==> src/rtl/knn_ctrl_pkg.sv <==
// Shared definitions for the KNN sequencer: FSM state encoding, coordinate
// select values and the packed training-point layout used with knn_core.
package knn_ctrl_pkg;

  typedef enum logic [2:0] {
    IDLE,
    CLR,
    REQ,
    LOAD,
    ACC_X,
    ACC_Y,
    PUSH,
    DONE
  } state_e;

  localparam logic SEL_X = 1'b0;
  localparam logic SEL_Y = 1'b1;

  // Packed point is {x, y}; knn_core slices operands with these bounds.
  localparam int X_MSB = 31;
  localparam int X_LSB = 16;
  localparam int Y_MSB = 15;
  localparam int Y_LSB = 0;

endpackage

==> src/rtl/knn_idx_cnt.sv <==
// Point index counter with synchronous clear, increment enable and a flag
// raised when the index sits on the last point (idx == max-1).
module knn_idx_cnt #(
  parameter int ADDR_W = 10
) (
  input  logic              clk,
  input  logic              rst,
  input  logic              clr_i,
  input  logic              inc_i,
  input  logic [ADDR_W-1:0] max_i,
  output logic [ADDR_W-1:0] idx_o,
  output logic              last_o
);

  logic [ADDR_W-1:0] idx_q, idx_d;

  always_comb begin
    idx_d = idx_q;
    if (clr_i) begin
      idx_d = '0;
    end else if (inc_i) begin
      idx_d = idx_q + ADDR_W'(1);
    end
  end

  always_ff @(posedge clk) begin
    if (rst) begin
      idx_q <= '0;
    end else begin
      idx_q <= idx_d;
    end
  end

  assign idx_o  = idx_q;
  assign last_o = (idx_q == max_i - ADDR_W'(1));

endmodule

==> src/rtl/knn_ctrl.sv <==
// KNN sequencer: walks n_train training points for one test point, fetching
// each over req/ack and stepping dist_core through load, x, y and push phases.
module knn_ctrl
  import knn_ctrl_pkg::*;
#(
  parameter int DATA_W = 32,
  parameter int LABEL  = 8,
  parameter int ADDR_W = 10
) (
  input  logic              clk,
  input  logic              rst,
  input  logic              run,
  input  logic              abort,
  input  logic [ADDR_W-1:0] n_train,
  output logic              busy,
  output logic              done,
  output logic              mem_req,
  output logic [ADDR_W-1:0] mem_addr,
  input  logic              mem_ack,
  input  logic [DATA_W-1:0] mem_data,
  input  logic [LABEL-1:0]  mem_label,
  output logic [DATA_W-1:0] B,
  output logic [LABEL-1:0]  label,
  output logic              start,
  output logic              en_reg,
  output logic              rst_acc,
  output logic              en_acc,
  output logic              sel_xy,
  output logic              valid
);

  state_e            state_q, state_d;
  logic [ADDR_W-1:0] cnt_max_q, cnt_max_d;
  logic [DATA_W-1:0] b_q, b_d;
  logic [LABEL-1:0]  label_q, label_d;
  logic [ADDR_W-1:0] idx;
  logic              last;
  logic              accept, capture, inc;

  assign accept  = (state_q == IDLE) && run;
  assign capture = (state_q == REQ) && mem_ack && !abort;
  assign inc     = (state_q == PUSH) && !last && !abort;

  knn_idx_cnt #(.ADDR_W(ADDR_W)) u_idx_cnt (
    .clk    (clk),
    .rst    (rst),
    .clr_i  (accept),
    .inc_i  (inc),
    .max_i  (cnt_max_q),
    .idx_o  (idx),
    .last_o (last)
  );

  // NOTE: sequential state uses non-blocking assignments so every register
  // samples pre-edge values regardless of process evaluation order.
  always_ff @(posedge clk) begin
    if (rst) begin
      state_q <= IDLE;
    end else begin
      state_q <= state_d;
    end
  end

  always_comb begin
    // NOTE: default every comb output first; a missed branch would infer a latch.
    state_d = state_q;
    case (state_q)
      IDLE:    if (run) state_d = CLR;
      CLR:     state_d = (cnt_max_q == '0) ? DONE : REQ;
      REQ:     if (mem_ack) state_d = LOAD;
      LOAD:    state_d = ACC_X;
      ACC_X:   state_d = ACC_Y;
      ACC_Y:   state_d = PUSH;
      PUSH:    state_d = last ? DONE : REQ;
      DONE:    state_d = IDLE;
      default: state_d = IDLE;
    endcase
    // abort outranks mem_ack and run, but only once a run is in flight
    if (abort && (state_q != IDLE)) begin
      state_d = IDLE;
    end
  end

  always_comb begin
    cnt_max_d = accept  ? n_train   : cnt_max_q;
    b_d       = capture ? mem_data  : b_q;
    label_d   = capture ? mem_label : label_q;
  end

  // NOTE: datapath registers are reset here because they are visible outputs
  // that must read as zero after rst; pure storage arrays would not be.
  always_ff @(posedge clk) begin
    if (rst) begin
      cnt_max_q <= '0;
      b_q       <= '0;
      label_q   <= '0;
    end else begin
      cnt_max_q <= cnt_max_d;
      b_q       <= b_d;
      label_q   <= label_d;
    end
  end

  always_comb begin
    busy    = 1'b0;
    done    = 1'b0;
    mem_req = 1'b0;
    start   = 1'b0;
    en_reg  = 1'b0;
    rst_acc = 1'b0;
    en_acc  = 1'b0;
    sel_xy  = SEL_X;
    valid   = 1'b0;
    case (state_q)
      CLR: begin
        busy  = 1'b1;
        start = 1'b1;
      end
      REQ: begin
        busy    = 1'b1;
        mem_req = 1'b1;
      end
      LOAD: begin
        busy    = 1'b1;
        en_reg  = 1'b1;
        rst_acc = 1'b1;
      end
      ACC_X: begin
        busy   = 1'b1;
        en_acc = 1'b1;
        sel_xy = SEL_X;
      end
      ACC_Y: begin
        busy   = 1'b1;
        en_acc = 1'b1;
        sel_xy = SEL_Y;
      end
      PUSH: begin
        busy  = 1'b1;
        valid = 1'b1;
      end
      DONE:    done = 1'b1;
      default: busy = 1'b0;
    endcase
  end

  assign mem_addr = idx;
  assign B        = b_q;
  assign label    = label_q;

endmodule

==> config.mk <==
export PLATFORM = sky130hd
export DESIGN_NAME = knn_ctrl
export DESIGN_NICKNAME = d
export VERILOG_FILES = /design/src/rtl/knn_ctrl_pkg.sv /design/src/rtl/knn_idx_cnt.sv /design/src/rtl/knn_ctrl.sv
export SDC_FILE = /design/constraint.sdc
export NUM_CORES = 1
export LEC_CHECK = 0
export BUFFER_PORTS_ARGS = -buffer_cell sky130_fd_sc_hd__clkbuf_2
export CELL_PAD_IN_SITES_DETAIL_PLACEMENT = 1
export CELL_PAD_IN_SITES_GLOBAL_PLACEMENT = 2
export CORE_UTILIZATION = 28
export DETAILED_ROUTE_END_ITERATION = 6
export GPL_TIMING_DRIVEN = 0
export PLACE_DENSITY = 0.81
export SLEW_MARGIN = 20
export SYNTH_ARGS = -nofsm -noshare
export SYNTH_HDL_FRONTEND = slang
export SYNTH_SLANG_ARGS = --single-unit
==> constraint.sdc <==
create_clock -name clk -period 5 [get_ports clk]
set_clock_uncertainty 0.2 [all_clocks]
set_input_delay 1 -clock clk [delete_from_list [all_inputs] [get_ports clk]]
set_output_delay 1 -clock clk [all_outputs]
set_load 0.01 [all_outputs]
==> flow_metrics.env <==
export IMPL_area_growth_pct=32.6
export IMPL_fmax_ghz=0.358
export IMPL_grt_ovfl_total=0
export IMPL_first_iter_violations=40
export IMPL_p_leak_nw=1.63
export IMPL_drc=0
export IMPL_grt_usage_pct=17.2
export IMPL_rsz0062_at_grt="false"
export IMPL_fillerInstances=1282
export IMPL_drv_cap=0
export IMPL_ys_types=47
export IMPL_clkTransAtPathRegs_ns=0.07
export IMPL_crit_type="flip-flop to primary output"
export IMPL_antenna_found_initial=0
export IMPL_vias=2932
export IMPL_cts_sinks=63
export IMPL_clockBufferDepth=2
export IMPL_wl_per_cell_um=13.7
export IMPL_die_y_um=103
export IMPL_placed_area_mm2=0.00359
export IMPL_synth_flop_cell="dfxtp_1"
export IMPL_tightest_slew_ns=0.604
export IMPL_synth_area_per_cell_um2=7.71
export IMPL_cts_htree_levels=3
export IMPL_cts_tree="yes"
export IMPL_slew_headroom_pct=59.6
export IMPL_hp_class="flip-flop to flip-flop"
export IMPL_setup_viol=0
export IMPL_cp_data_required_time_ns=3.80
export IMPL_period_needed_ns=2.79
export IMPL_synth_edf_count=0
export IMPL_antenna_cells=0
export IMPL_startpoint_type="flip-flop"
export IMPL_start_util_pct=29.1
export IMPL_yosysWarningCount=0
export IMPL_drtAntennaViolNets=0
export IMPL_synth_nets=428
export IMPL_ctsHoldBuffers=0
export IMPL_first_pass_iters=4
export IMPL_slew_violations=0
export IMPL_grt_pass1_wl_um=13800
export IMPL_grt_pass1_vias=2941
export IMPL_pin_count=114
export IMPL_viasPerCell=4.65
export IMPL_io_buffers=113
export IMPL_syn_inst=371
export IMPL_clk_latency_ns=0.34
export IMPL_arrival_ns=1.59
export IMPL_cts_repair_resized=0
export IMPL_synth_ff_latch_count=63
export IMPL_peakVddDrop_v=0.000106
export IMPL_status="completed"
export IMPL_ys_async_sr_fraction_pct=0
export IMPL_netlist_area_mm2=0.00286
export IMPL_die_w_um=103
export IMPL_routabilityCongestion=0.769
export IMPL_fin_crit_sh_pct=55.9
export IMPL_postCtsSetupBuffers=0
export IMPL_hold_violations=0
export IMPL_stdcell_area_mm2=0.00379
export IMPL_seq_area_frac_synth_pct=44.1
export IMPL_wl_um=8670
export IMPL_grt_start_max_net_pins=11
export IMPL_cp_end_kind="primary output"
export IMPL_hpwl_um=6670
export IMPL_clock_root_buffer="clkbuf_8"
export IMPL_final_nets=552
export IMPL_cp_max_fo=10
export IMPL_drive_above_1_share_pct=27.9
export IMPL_dieArea_mm2=0.0106
export IMPL_fin_tns_setup_ns=0
export IMPL_numCtsBuffers=9
export IMPL_ff2ff_setup_slack_ns=2.26
export IMPL_num_rows=36
export IMPL_fp_coreArea_mm2=0.00982
export IMPL_power_density_mw_per_mm2=318
-- where the power goes --
group	leakage (nW)	switching, mW	total (mW)	internal [mW]
logic	1.02	0.116	0.199	0.0833
clock network	0.105	0.201	0.473	0.273
registers	0.509	0.0165	0.533	0.516
total	1.63	0.333	1.21	0.872
-- per-layer routing --
metal	share of wire, %	GRT usage [%]	vias up
li1	-	-	1481
met1	45	20.7	1379
met2	49	28.9	61
met3	4.8	4.41	11
met4	2.0	7.80	0
met5	0	0	-
-- cell families (layout without fill, tap and decap cells) --
kind of cell / after synthesis / after routing / share of synthesized area [%]
buf+inv: 30 / 157 / 4.38
compound gates: 74 / 74 / 15.6
simple gates: 181 / 181 / 28.5
fa+ha+maj: 2 / 2 / 0.875
flops: 63 / 63 / 44.1
xor+xnor: 19 / 19 / 5.82
mux: 2 / 2 / 0.700
-- flip-flops by register name, summed over array words and instances, names as in the netlist --
| register | cells |
|---|---|
| B | 32 |
| cnt_max_q | 10 |
| label | 8 |
| state_q | 3 |
| u_idx_cnt.idx_o | 10 |
-- metrics by stage --
step | std cells | setup WS, ns | hold slack (ns) | power (mW) | util, %
2_1_floorplan | 371 | 2.50 | 0.266 | 0.678 | -
3_3_place_gp | 617 | 2.26 | 0.241 | 0.740 | 36.6
3_5_place_dp | 617 | 2.21 | 0.250 | 0.746 | 36.6
4_1_cts | 631 | 2.20 | 0.259 | 1.23 | 38.6
5_1_grt | 631 | 2.02 | 0.285 | 1.28 | 38.6
6_report | 631 | 2.21 | 0.254 | 1.21 | 38.6
-- path summary, 6_finish.rpt --
kind,startpoint,to,cells past startpoint
setup reg to reg,cnt_max_q[0],u_idx_cnt.idx_o[2],10
hold / removal,label[2],label[2],2
hold reg to reg,label[2],label[2],2
setup / recovery,state_q[0],start,3
-- cells in the mapped netlist (2+ instances only) --
| master | n | area (um2) |
|---|---|---|
| a2bb2oi_1 | 2 | 17.5 |
| and3b_1 | 2 | 17.5 |
| nand3_1 | 6 | 30.0 |
| mux2i_1 | 2 | 20.0 |
| a31o_1 | 4 | 35.0 |
| nand3b_1 | 2 | 15.0 |
| nand2_1 | 121 | 454 |
| inv_1 | 4 | 15.0 |
| nor3_1 | 9 | 45.0 |
| ha_1 | 2 | 25.0 |
| xnor2_1 | 9 | 78.8 |
| nand4_1 | 4 | 25.0 |
| dfxtp_1 | 63 | 1260 |
| clkbuf_1 | 21 | 78.8 |
| and3_1 | 2 | 12.5 |
| buf_1 | 2 | 7.51 |
| nor3b_1 | 2 | 15.0 |
| nor3_2 | 2 | 20.0 |
| xor2_1 | 10 | 87.6 |
| a21oi_1 | 56 | 280 |
| nor2_1 | 18 | 67.6 |
| or3_1 | 3 | 18.8 |
-- layout make-up --
cell class / instances / area [um2] / area share [%]
clock buffers: 9 / 124 / 3.27
repair buffers: 113 / 566 / 14.9
plain buffers: 26 / 110 / 2.91
inverters: 4 / 15.0 / 0.396
clock inverters: 5 / 75.1 / 1.98
well taps: 133 / 166 / 4.39
multi-input cells: 278 / 1470 / 38.9
flip-flops and latches: 63 / 1260 / 33.3
-- layout by cell type, fill, tap and decap left out, types with 3 or more instances in the layout --
| cell type | netlist | layout |
|---|---|---|
| clkbuf_1 | 21 | 21 |
| clkbuf_8 | 0 | 9 |
| or3_1 | 3 | 3 |
| xnor2_1 | 9 | 9 |
| nand4_1 | 4 | 4 |
| xor2_1 | 10 | 10 |
| inv_1 | 4 | 4 |
| clkinv_2 | 0 | 3 |
| nor3_1 | 9 | 9 |
| nand2_1 | 121 | 121 |
| dfxtp_1 | 63 | 63 |
| a21oi_1 | 56 | 56 |
| nor2_1 | 18 | 18 |
| nand3_1 | 6 | 6 |
| clkbuf_2 | 0 | 113 |
| a31o_1 | 4 | 4 |
-- critical path, cell delays in order, from the launching register on --
cell and delay [ns]:
dfxtp_1 0.38, clkbuf_1 0.35, nor3b_1 0.32, clkbuf_2 0.19
(Power assumes the default switching activity.)
